$ cat config.mk
export PLATFORM = sky130hd
export DESIGN_NAME = aes_block_arbiter_flat
export DESIGN_NICKNAME = d
export VERILOG_FILES = /design/src/rtl/aes_block_arbiter_pkg.sv /design/src/rtl/aes_block_arbiter_if.sv /design/src/rtl/aes_block_arbiter_tag_fifo.sv /design/src/rtl/aes_block_arbiter.sv /design/src/flat_wrapper.sv
export SDC_FILE = /design/constraint.sdc
export NUM_CORES = 1
export LEC_CHECK = 0
export ABC_AREA = 1
export CELL_PAD_IN_SITES_DETAIL_PLACEMENT = 2
export CELL_PAD_IN_SITES_GLOBAL_PLACEMENT = 2
export CORE_AREA = 2 2 304 306
export DETAILED_ROUTE_END_ITERATION = 8
export DIE_AREA = 0 0 306 308
export PLACE_DENSITY_LB_ADDON = 0.1
export SLEW_MARGIN = 20
export SYNTH_ARGS = -nofsm -noshare
export SYNTH_HDL_FRONTEND = slang
export SYNTH_SLANG_ARGS = --single-unit
export TNS_END_PERCENT = 100
$ cat constraint.sdc
create_clock -name clk -period 2.65 [get_ports clk]
set_input_delay 0.53 -clock clk [delete_from_list [all_inputs] [get_ports clk]]
set_output_delay 0.53 -clock clk [all_outputs]
set_load 0.05 [all_outputs]
$ cat src/rtl/aes_block_arbiter_pkg.sv
// -----------------------------------------------------------------------------
// aes_pkg
// Shared definitions for the two-requester AES core arbiter: default block
// width and in-flight depth, requester id constants and the lock state type
// used to hold the core input stable under backpressure.
// -----------------------------------------------------------------------------
package aes_pkg;

  localparam int BLOCK_W_DEF = 128;
  localparam int DEPTH_DEF   = 4;

  localparam logic REQ0 = 1'b0;
  localparam logic REQ1 = 1'b1;

  // Which requester (if any) currently owns the stalled core input.
  typedef enum logic [1:0] {
    LOCK_OPEN = 2'b00,
    LOCK_REQ0 = 2'b01,
    LOCK_REQ1 = 2'b10
  } lock_state_e;

  // Map a requester id onto the lock state that pins the grant to it.
  function automatic lock_state_e lock_for(input logic id);
    return (id == REQ1) ? LOCK_REQ1 : LOCK_REQ0;
  endfunction

endpackage

$ cat src/rtl/aes_block_arbiter_if.sv
// -----------------------------------------------------------------------------
// aes_block_arbiter_if
// Bundles the requester-side, response-side and core-side valid/ready
// handshakes of the arbiter.
//   slave  : arbiter view (accepts requester blocks, drives the core input,
//            consumes core results, drives per-requester responses)
//   master : environment view (requesters, response sinks and the core)
// -----------------------------------------------------------------------------
interface aes_block_arbiter_if
  import aes_pkg::*;
#(
  parameter int BLOCK_W = BLOCK_W_DEF
) ();

  logic               req0_valid;
  logic               req0_ready;
  logic [BLOCK_W-1:0] req0_block;
  logic               req1_valid;
  logic               req1_ready;
  logic [BLOCK_W-1:0] req1_block;

  logic               rsp0_valid;
  logic               rsp0_ready;
  logic [BLOCK_W-1:0] rsp0_block;
  logic               rsp1_valid;
  logic               rsp1_ready;
  logic [BLOCK_W-1:0] rsp1_block;

  logic               core_in_valid;
  logic               core_in_ready;
  logic [BLOCK_W-1:0] core_in_block;
  logic               core_out_valid;
  logic               core_out_ready;
  logic [BLOCK_W-1:0] core_out_block;

  modport slave (
    input  req0_valid, req0_block, req1_valid, req1_block,
    output req0_ready, req1_ready,
    output rsp0_valid, rsp0_block, rsp1_valid, rsp1_block,
    input  rsp0_ready, rsp1_ready,
    output core_in_valid, core_in_block,
    input  core_in_ready,
    input  core_out_valid, core_out_block,
    output core_out_ready
  );

  modport master (
    output req0_valid, req0_block, req1_valid, req1_block,
    input  req0_ready, req1_ready,
    input  rsp0_valid, rsp0_block, rsp1_valid, rsp1_block,
    output rsp0_ready, rsp1_ready,
    input  core_in_valid, core_in_block,
    output core_in_ready,
    output core_out_valid, core_out_block,
    input  core_out_ready
  );

endinterface

$ cat src/rtl/aes_block_arbiter_tag_fifo.sv
// -----------------------------------------------------------------------------
// aes_tag_fifo
// Small synchronous FIFO recording which requester issued each block that is
// still inside the core.
// Ports:
//   clk, rst_n     clock, asynchronous active-low reset
//   push/push_data write one entry (ignored while full, even if popping)
//   pop            drop the head entry (ignored while empty)
//   head           oldest entry
//   count          number of stored entries
//   full, empty    occupancy flags
// DEPTH must be a power of two so the pointers wrap naturally.
// -----------------------------------------------------------------------------
module aes_tag_fifo #(
  parameter int  WIDTH = 1,
  parameter int  DEPTH = 4,
  localparam int PTR_W = $clog2(DEPTH),
  localparam int CNT_W = $clog2(DEPTH + 1)
) (
  input  logic             clk,
  input  logic             rst_n,
  input  logic             push,
  input  logic [WIDTH-1:0] push_data,
  input  logic             pop,
  output logic [WIDTH-1:0] head,
  output logic [CNT_W-1:0] count,
  output logic             full,
  output logic             empty
);

  localparam logic [CNT_W-1:0] FULL_CNT = CNT_W'(DEPTH);

  logic [WIDTH-1:0] mem_r [DEPTH];
  logic [PTR_W-1:0] wr_ptr_r;
  logic [PTR_W-1:0] rd_ptr_r;
  logic [CNT_W-1:0] count_r;
  logic             push_ok_s;
  logic             pop_ok_s;

  // Qualify requests against occupancy; a pop never frees space for a same-cycle push.
  always_comb begin
    push_ok_s = push & ~full;
    pop_ok_s  = pop & ~empty;
  end

  // Storage, pointers and occupancy count.
  always_ff @(posedge clk or negedge rst_n) begin
    if (!rst_n) begin
      for (int i = 0; i < DEPTH; i++) begin
        mem_r[i] <= '0;
      end
      wr_ptr_r <= '0;
      rd_ptr_r <= '0;
      count_r  <= '0;
    end else begin
      if (push_ok_s) begin
        mem_r[wr_ptr_r] <= push_data;
        wr_ptr_r        <= wr_ptr_r + PTR_W'(1);
      end
      if (pop_ok_s) begin
        rd_ptr_r <= rd_ptr_r + PTR_W'(1);
      end
      case ({push_ok_s, pop_ok_s})
        2'b10:   count_r <= count_r + CNT_W'(1);
        2'b01:   count_r <= count_r - CNT_W'(1);
        default: count_r <= count_r;
      endcase
    end
  end

  assign head  = mem_r[rd_ptr_r];
  assign count = count_r;
  assign full  = (count_r == FULL_CNT);
  assign empty = (count_r == '0);

endmodule

$ cat src/rtl/aes_block_arbiter.sv
// -----------------------------------------------------------------------------
// aes_block_arbiter
// Shares one block cipher core between two requester channels. Core input is
// granted round-robin (with a lock that keeps a stalled block stable), each
// issued block's requester id is queued in a tag FIFO, and in-order core
// results are steered back to the requester at the FIFO head.
// Ports:
//   clk, rst_n   clock, asynchronous active-low reset
//   bus          requester, response and core handshakes (slave modport)
//   outstanding  blocks issued to the core but not yet returned
//   idle         nothing outstanding and no requester offering a block
//   err          sticky: a core result arrived with nothing outstanding
// All handshake valid/ready outputs are forced low while rst_n is low.
// -----------------------------------------------------------------------------
module aes_block_arbiter
  import aes_pkg::*;
#(
  parameter int  BLOCK_W = BLOCK_W_DEF,
  parameter int  DEPTH   = DEPTH_DEF,
  localparam int CNT_W   = $clog2(DEPTH + 1)
) (
  input  logic               clk,
  input  logic               rst_n,
  aes_block_arbiter_if.slave bus,
  output logic [CNT_W-1:0]   outstanding,
  output logic               idle,
  output logic               err
);

  lock_state_e        lock_state_r;
  lock_state_e        lock_state_s;
  logic               prio_r;
  logic               err_r;
  logic               grant_s;
  logic               reqg_valid_s;
  logic [BLOCK_W-1:0] reqg_block_s;
  logic               issue_s;
  logic               retire_s;
  logic               fifo_full_s;
  logic               fifo_empty_s;
  logic               head_s;
  logic [CNT_W-1:0]   count_s;

  // Grant: a held lock wins, otherwise the lone valid requester, otherwise prio.
  always_comb begin
    grant_s = REQ0;
    case (lock_state_r)
      LOCK_REQ0: grant_s = REQ0;
      LOCK_REQ1: grant_s = REQ1;
      LOCK_OPEN: begin
        if (bus.req0_valid && bus.req1_valid) begin
          grant_s = prio_r;
        end else if (bus.req1_valid) begin
          grant_s = REQ1;
        end else begin
          grant_s = REQ0;
        end
      end
      default: grant_s = REQ0;
    endcase
  end

  // Issue path: mux the granted requester onto the core input, blocked when full.
  always_comb begin
    reqg_valid_s = bus.req0_valid;
    reqg_block_s = bus.req0_block;
    if (grant_s == REQ1) begin
      reqg_valid_s = bus.req1_valid;
      reqg_block_s = bus.req1_block;
    end else begin
      reqg_valid_s = bus.req0_valid;
      reqg_block_s = bus.req0_block;
    end
    bus.core_in_valid = rst_n & reqg_valid_s & ~fifo_full_s;
    bus.core_in_block = reqg_block_s;
    bus.req0_ready    = rst_n & (grant_s == REQ0) & bus.core_in_ready & ~fifo_full_s;
    bus.req1_ready    = rst_n & (grant_s == REQ1) & bus.core_in_ready & ~fifo_full_s;
  end

  assign issue_s = bus.core_in_valid & bus.core_in_ready;

  // Lock next state: pin the grant while the core stalls an offered block.
  always_comb begin
    lock_state_s = lock_state_r;
    case (lock_state_r)
      LOCK_OPEN, LOCK_REQ0, LOCK_REQ1: begin
        if (issue_s) begin
          lock_state_s = LOCK_OPEN;
        end else if (bus.core_in_valid) begin
          lock_state_s = lock_for(grant_s);
        end else begin
          lock_state_s = lock_state_r;
        end
      end
      default: lock_state_s = LOCK_OPEN;
    endcase
  end

  // Return path: only the requester at the tag FIFO head sees the result.
  always_comb begin
    bus.rsp0_valid = rst_n & bus.core_out_valid & ~fifo_empty_s & (head_s == REQ0);
    bus.rsp1_valid = rst_n & bus.core_out_valid & ~fifo_empty_s & (head_s == REQ1);
    if (head_s == REQ1) begin
      bus.core_out_ready = rst_n & bus.rsp1_ready & ~fifo_empty_s;
    end else begin
      bus.core_out_ready = rst_n & bus.rsp0_ready & ~fifo_empty_s;
    end
    bus.rsp0_block = bus.core_out_block;
    bus.rsp1_block = bus.core_out_block;
  end

  assign retire_s = bus.core_out_valid & bus.core_out_ready;

  // Lock, round-robin priority and sticky error state.
  always_ff @(posedge clk or negedge rst_n) begin
    if (!rst_n) begin
      lock_state_r <= LOCK_OPEN;
      prio_r       <= REQ0;
      err_r        <= 1'b0;
    end else begin
      lock_state_r <= lock_state_s;
      if (issue_s) begin
        // The loser of this grant is favoured next time.
        prio_r <= ~grant_s;
      end
      if (bus.core_out_valid && fifo_empty_s) begin
        err_r <= 1'b1;
      end
    end
  end

  aes_tag_fifo #(
    .WIDTH (1),
    .DEPTH (DEPTH)
  ) u_tag_fifo (
    .clk       (clk),
    .rst_n     (rst_n),
    .push      (issue_s),
    .push_data (grant_s),
    .pop       (retire_s),
    .head      (head_s),
    .count     (count_s),
    .full      (fifo_full_s),
    .empty     (fifo_empty_s)
  );

  assign outstanding = count_s;
  assign idle        = (count_s == '0) & ~bus.req0_valid & ~bus.req1_valid;
  assign err         = err_r;

endmodule

$ cat src/flat_wrapper.sv
// flat-port wrapper written by rule: the top's interface ports become plain ports
module aes_block_arbiter_flat import aes_pkg::*;
#(
  parameter int  BLOCK_W = BLOCK_W_DEF,
  parameter int  DEPTH   = DEPTH_DEF,
  localparam int CNT_W   = $clog2(DEPTH + 1)
)
  (clk, rst_n, outstanding, idle, err, bus_req0_valid, bus_req0_block, bus_req1_valid, bus_req1_block, bus_req0_ready, bus_req1_ready, bus_rsp0_valid, bus_rsp0_block, bus_rsp1_valid, bus_rsp1_block, bus_rsp0_ready, bus_rsp1_ready, bus_core_in_valid, bus_core_in_block, bus_core_in_ready, bus_core_out_valid, bus_core_out_block, bus_core_out_ready);
  aes_block_arbiter_if #(.BLOCK_W(BLOCK_W)) bus_i ();
  input  logic clk;
  input  logic rst_n;
  output logic [CNT_W-1:0] outstanding;
  output logic idle;
  output logic err;
  input wire logic [$bits(bus_i.req0_valid)-1:0] bus_req0_valid;
  input wire logic [$bits(bus_i.req0_block)-1:0] bus_req0_block;
  input wire logic [$bits(bus_i.req1_valid)-1:0] bus_req1_valid;
  input wire logic [$bits(bus_i.req1_block)-1:0] bus_req1_block;
  output wire logic [$bits(bus_i.req0_ready)-1:0] bus_req0_ready;
  output wire logic [$bits(bus_i.req1_ready)-1:0] bus_req1_ready;
  output wire logic [$bits(bus_i.rsp0_valid)-1:0] bus_rsp0_valid;
  output wire logic [$bits(bus_i.rsp0_block)-1:0] bus_rsp0_block;
  output wire logic [$bits(bus_i.rsp1_valid)-1:0] bus_rsp1_valid;
  output wire logic [$bits(bus_i.rsp1_block)-1:0] bus_rsp1_block;
  input wire logic [$bits(bus_i.rsp0_ready)-1:0] bus_rsp0_ready;
  input wire logic [$bits(bus_i.rsp1_ready)-1:0] bus_rsp1_ready;
  output wire logic [$bits(bus_i.core_in_valid)-1:0] bus_core_in_valid;
  output wire logic [$bits(bus_i.core_in_block)-1:0] bus_core_in_block;
  input wire logic [$bits(bus_i.core_in_ready)-1:0] bus_core_in_ready;
  input wire logic [$bits(bus_i.core_out_valid)-1:0] bus_core_out_valid;
  input wire logic [$bits(bus_i.core_out_block)-1:0] bus_core_out_block;
  output wire logic [$bits(bus_i.core_out_ready)-1:0] bus_core_out_ready;
  assign bus_i.req0_valid = bus_req0_valid;
  assign bus_i.req0_block = bus_req0_block;
  assign bus_i.req1_valid = bus_req1_valid;
  assign bus_i.req1_block = bus_req1_block;
  assign bus_req0_ready = bus_i.req0_ready;
  assign bus_req1_ready = bus_i.req1_ready;
  assign bus_rsp0_valid = bus_i.rsp0_valid;
  assign bus_rsp0_block = bus_i.rsp0_block;
  assign bus_rsp1_valid = bus_i.rsp1_valid;
  assign bus_rsp1_block = bus_i.rsp1_block;
  assign bus_i.rsp0_ready = bus_rsp0_ready;
  assign bus_i.rsp1_ready = bus_rsp1_ready;
  assign bus_core_in_valid = bus_i.core_in_valid;
  assign bus_core_in_block = bus_i.core_in_block;
  assign bus_i.core_in_ready = bus_core_in_ready;
  assign bus_i.core_out_valid = bus_core_out_valid;
  assign bus_i.core_out_block = bus_core_out_block;
  assign bus_core_out_ready = bus_i.core_out_ready;
  aes_block_arbiter #(.BLOCK_W(BLOCK_W), .DEPTH(DEPTH)) u_core (.clk(clk), .rst_n(rst_n), .bus(bus_i), .outstanding(outstanding), .idle(idle), .err(err));
endmodule
==> impl_metrics.json <==
{
  "status": "complete, no violations",
  "num_vias": 5196,
  "cpMaxStageDelayCell": "clkdlybuf4s50_1",
  "ys.flop_type": "dfrtp_1",
  "holdPathEnd": "u_core.err",
  "syn_nets": 1182,
  "grt.total_usage": 0.0630,
  "leakagePower_nw": 4.32,
  "synth_top_cell_by_area": "buf_4",
  "clock-sinks": 15,
  "gp_routability_congestion": 0.659,
  "worstPathArrival_ns": 1.98,
  "rrSetupSlack_ns": 0.31,
  "cts_inserted_buffers": 3,
  "wl_mm": 31.3,
  "rsz0062_at_grt": "false",
  "clk_pin_slew_ns": 0.06,
  "drcViolationCount": 0,
  "clk_path_buf_depth": 2,
  "antenna_cells": 0,
  "drv_slew": 0,
  "antenna_found_initial": 4,
  "synth_top_cells_by_count": "nand2_1, buf_4, inv_1, dfrtp_1, buf_2",
  "grt_pass1_vias": 6154,
  "grt_start_max_net_pins": 28,
  "timing.hold.worst.start": "u_core.err",
  "cp-end-kind": "output pin",
  "synth_edf_count": 0,
  "reg2reg_from": "u_core.u_tag_fifo.count[0]",
  "grt_first_pass_wirelength_mm": 43.6,
  "finalSetupViolCount": 0,
  "cp-start-kind": "input port",
  "peakVddDrop_mv": 0.325,
  "clock_latency_ns": 0.25,
  "htreeDepth": 1,
  "required_ns": 2.12,
  "dieArea_sq_um": 94200,
  "port_buffers": 402,
  "power_density_nw_per_um2": 1080,
  "dp_hpwl_mm": 27.1,
  "fill_cells": 10692,
  "avgSynthCellArea_sq_um": 5.66,
  "synthCells": 784,
  "worst_pin_slew_ns": 0.499,
  "min-delay-path-class": "flip-flop to flip-flop",
  "drtAntennaViolNets": 0,
  "path_depth": 8,
  "cp.buffers_inverters": 5,
  "hold_depth": 1,
  "firstDrtPassIters": 4,
  "pre_cts_ws_ns": -0.199,
  "post_drt_wl_per_cell_um": 14.5,
  "post-route-period-util": 0.948,
  "fin_nets": 1365,
  "crit_fanout": 17,
  "core_sq_um": 91000,
  "num_rows": 111,
  "yosysUniqueCellTypes": 22,
  "yosys_warnings": 0,
  "fp.dieH_um": 308,
  "synth_most_common_cell": "nand2_1",
  "io_pins": 787,
  "path_class": "input port to output pin",
  "tritoncts": "done",
  "slew-limit-headroom": 0.666,
  "synth_area_leaders": "buf_4, nand2_1, dfrtp_1",
  "reg2regPathDepth": 10,
  "maxCapViolations": 0,
  "die_w_um": 306,
  "start_util": 0.0488,
  "final.setup_skew_ns": 0.00178,
  "cpPeakStageDelay_ns": 0.52,
  "fin_crit_ns": 2.51,
  "first_iter_violations": 117,
  "synth_top_cell_area_share": 0.440,
  "critical_path.cell_chain": "clkdlybuf4s50_1 > buf_8 > nand4_1 > nand2_2 > buf_4 > nand2_1 > inv_1 > buf_12",
  "grt_overflow": 0,
  "max_freq_ghz": 0.398,
  "final-seq-area_sq_um": 377,
  "yosysSeqAreaShare": 0.0846,
  "r2r-end": "u_core.u_tag_fifo.count[2]",
  "synth_seq_cells": 15,
  "layout_setup_ws_ns": 0.139,
  "hold_viol_final": 0,
  "syn_area_sq_um": 4440,
  "layout-drive-gt1-share": 0.218,
  "path_delay_family": "buffers and inverters",
  "synthArstFlopShare": 1.00,
  "clock-root-buffer": "clkbuf_16",
  "fin_util": 0.110,
  "multi_input_area_sq_um": 1910,
  "viasPerCell": 2.41,
  "area_delta_synth_final_pct": 126
}
-- worst reg2reg max path, stage by stage, from the launching register on --
cell and delay [ns]:
dfrtp_1 0.45, nor3_1 0.40, nor2_1 0.08, buf_4 0.19, nand2_2 0.08, ha_1 0.14
inv_1 0.07, fa_1 0.38, a21oi_1 0.15, o21ai_0 0.12, xor2_1 0.15
-- power by group --
part | switching (mW) | internal (mW) | leakage (nW)
combinational | 5.57 | 4.55 | 4.10
sequential | 0.0994 | 0.333 | 0.182
clock | 0.109 | 0.205 | 0.0382
-- what timing repair did --
action	4_1_cts	5_1_grt
resized for setup	21	4
buffers inserted	1	0
hold buffers	0	0
setup endpoints to repair	131	2
endpoints found under the hold margin	0	0
pin swaps	1	0
cloned	3	0
-- per-stage QoR --
stage / TNS [ns] / instances / power, mW / area (sq um) / hold WS, ns
after global routing: 0 / 2152 / 11.6 / 10000 / 0.505
after detailed placement: -14.42 / 2144 / 10.5 / 9770 / 0.474
after CTS: 0 / 2152 / 11.2 / 10000 / 0.487
after global placement: -11.79 / 2144 / 10.6 / 9770 / 0.465
after floorplan: -0.266 / 784 / 5.91 / 4440 / 0.234
final: 0 / 2152 / 10.9 / 10000 / 0.471
-- state kept, by name, summed over array words and instances (netlist names) --
| register | cells |
|---|---|
| u_core.u_tag_fifo.mem_r | 4 |
| u_core.err | 1 |
| u_core.lock_state_r | 2 |
| u_core.u_tag_fifo.count | 3 |
| u_core.u_tag_fifo.rd_ptr_r | 2 |
| u_core.prio_r | 1 |
| u_core.u_tag_fifo.wr_ptr_r | 2 |
-- worst max path at each step --
stage,startpoint,end,slack [ns]
floorplan,u_core.u_tag_fifo.count[1],bus_req0_ready,-0.13
global placement,bus_req0_valid,bus_core_in_block[39],-0.17
detailed placement,bus_req0_valid,bus_core_in_block[39],-0.20
CTS,rst_n,bus_core_in_valid,0.05
global route,rst_n,bus_core_in_valid,0.009
finish,rst_n,bus_core_in_valid,0.14
-- metal layers --
metal | routed length [um] | track usage
met4 | 888 | 0.0184
met3 | 4420 | 0.0380
met5 | 46 | 0
met1 | 10500 | 0.0610
met2 | 15400 | 0.112
-- logic make-up (layout without fill, tap and decap cells) --
kind of cell             Yosys count  count (layout)  synth area share
XOR/XNOR                           4               4           0.00790
adder cells (fa/ha/maj)            6               6            0.0186
AO/OA/AOI/OAI                     12              12            0.0141
AND/OR/NAND/NOR                  443             443             0.382
buffers and inverters            304             486             0.493
flip-flops                        15              15            0.0846
-- cell type report --
cell class                      instances  area share
Timing Repair Buffer                  462       0.607
Inverter                               20     0.00911
Clock buffer                            4     0.00786
Tap cell                             1186       0.148
Sequential cell                        15      0.0376
Multi-Input combinational cell        465       0.191
-- cell usage in the layout, fill, tap and decap left out, drive strengths merged, types with 4 or more instances in the layout --
| cell type | Yosys | routed |
|---|---|---|
| nand3 | 9 | 9 |
| ha | 5 | 5 |
| clkdlybuf4s50 | 0 | 265 |
| nor2 | 9 | 9 |
| dfrtp | 15 | 15 |
| clkbuf | 4 | 4 |
| nand2 | 418 | 418 |
| o21ai | 8 | 8 |
| inv | 20 | 20 |
| buf | 280 | 193 |
| nor3 | 4 | 4 |
(Power assumes the default switching activity.)
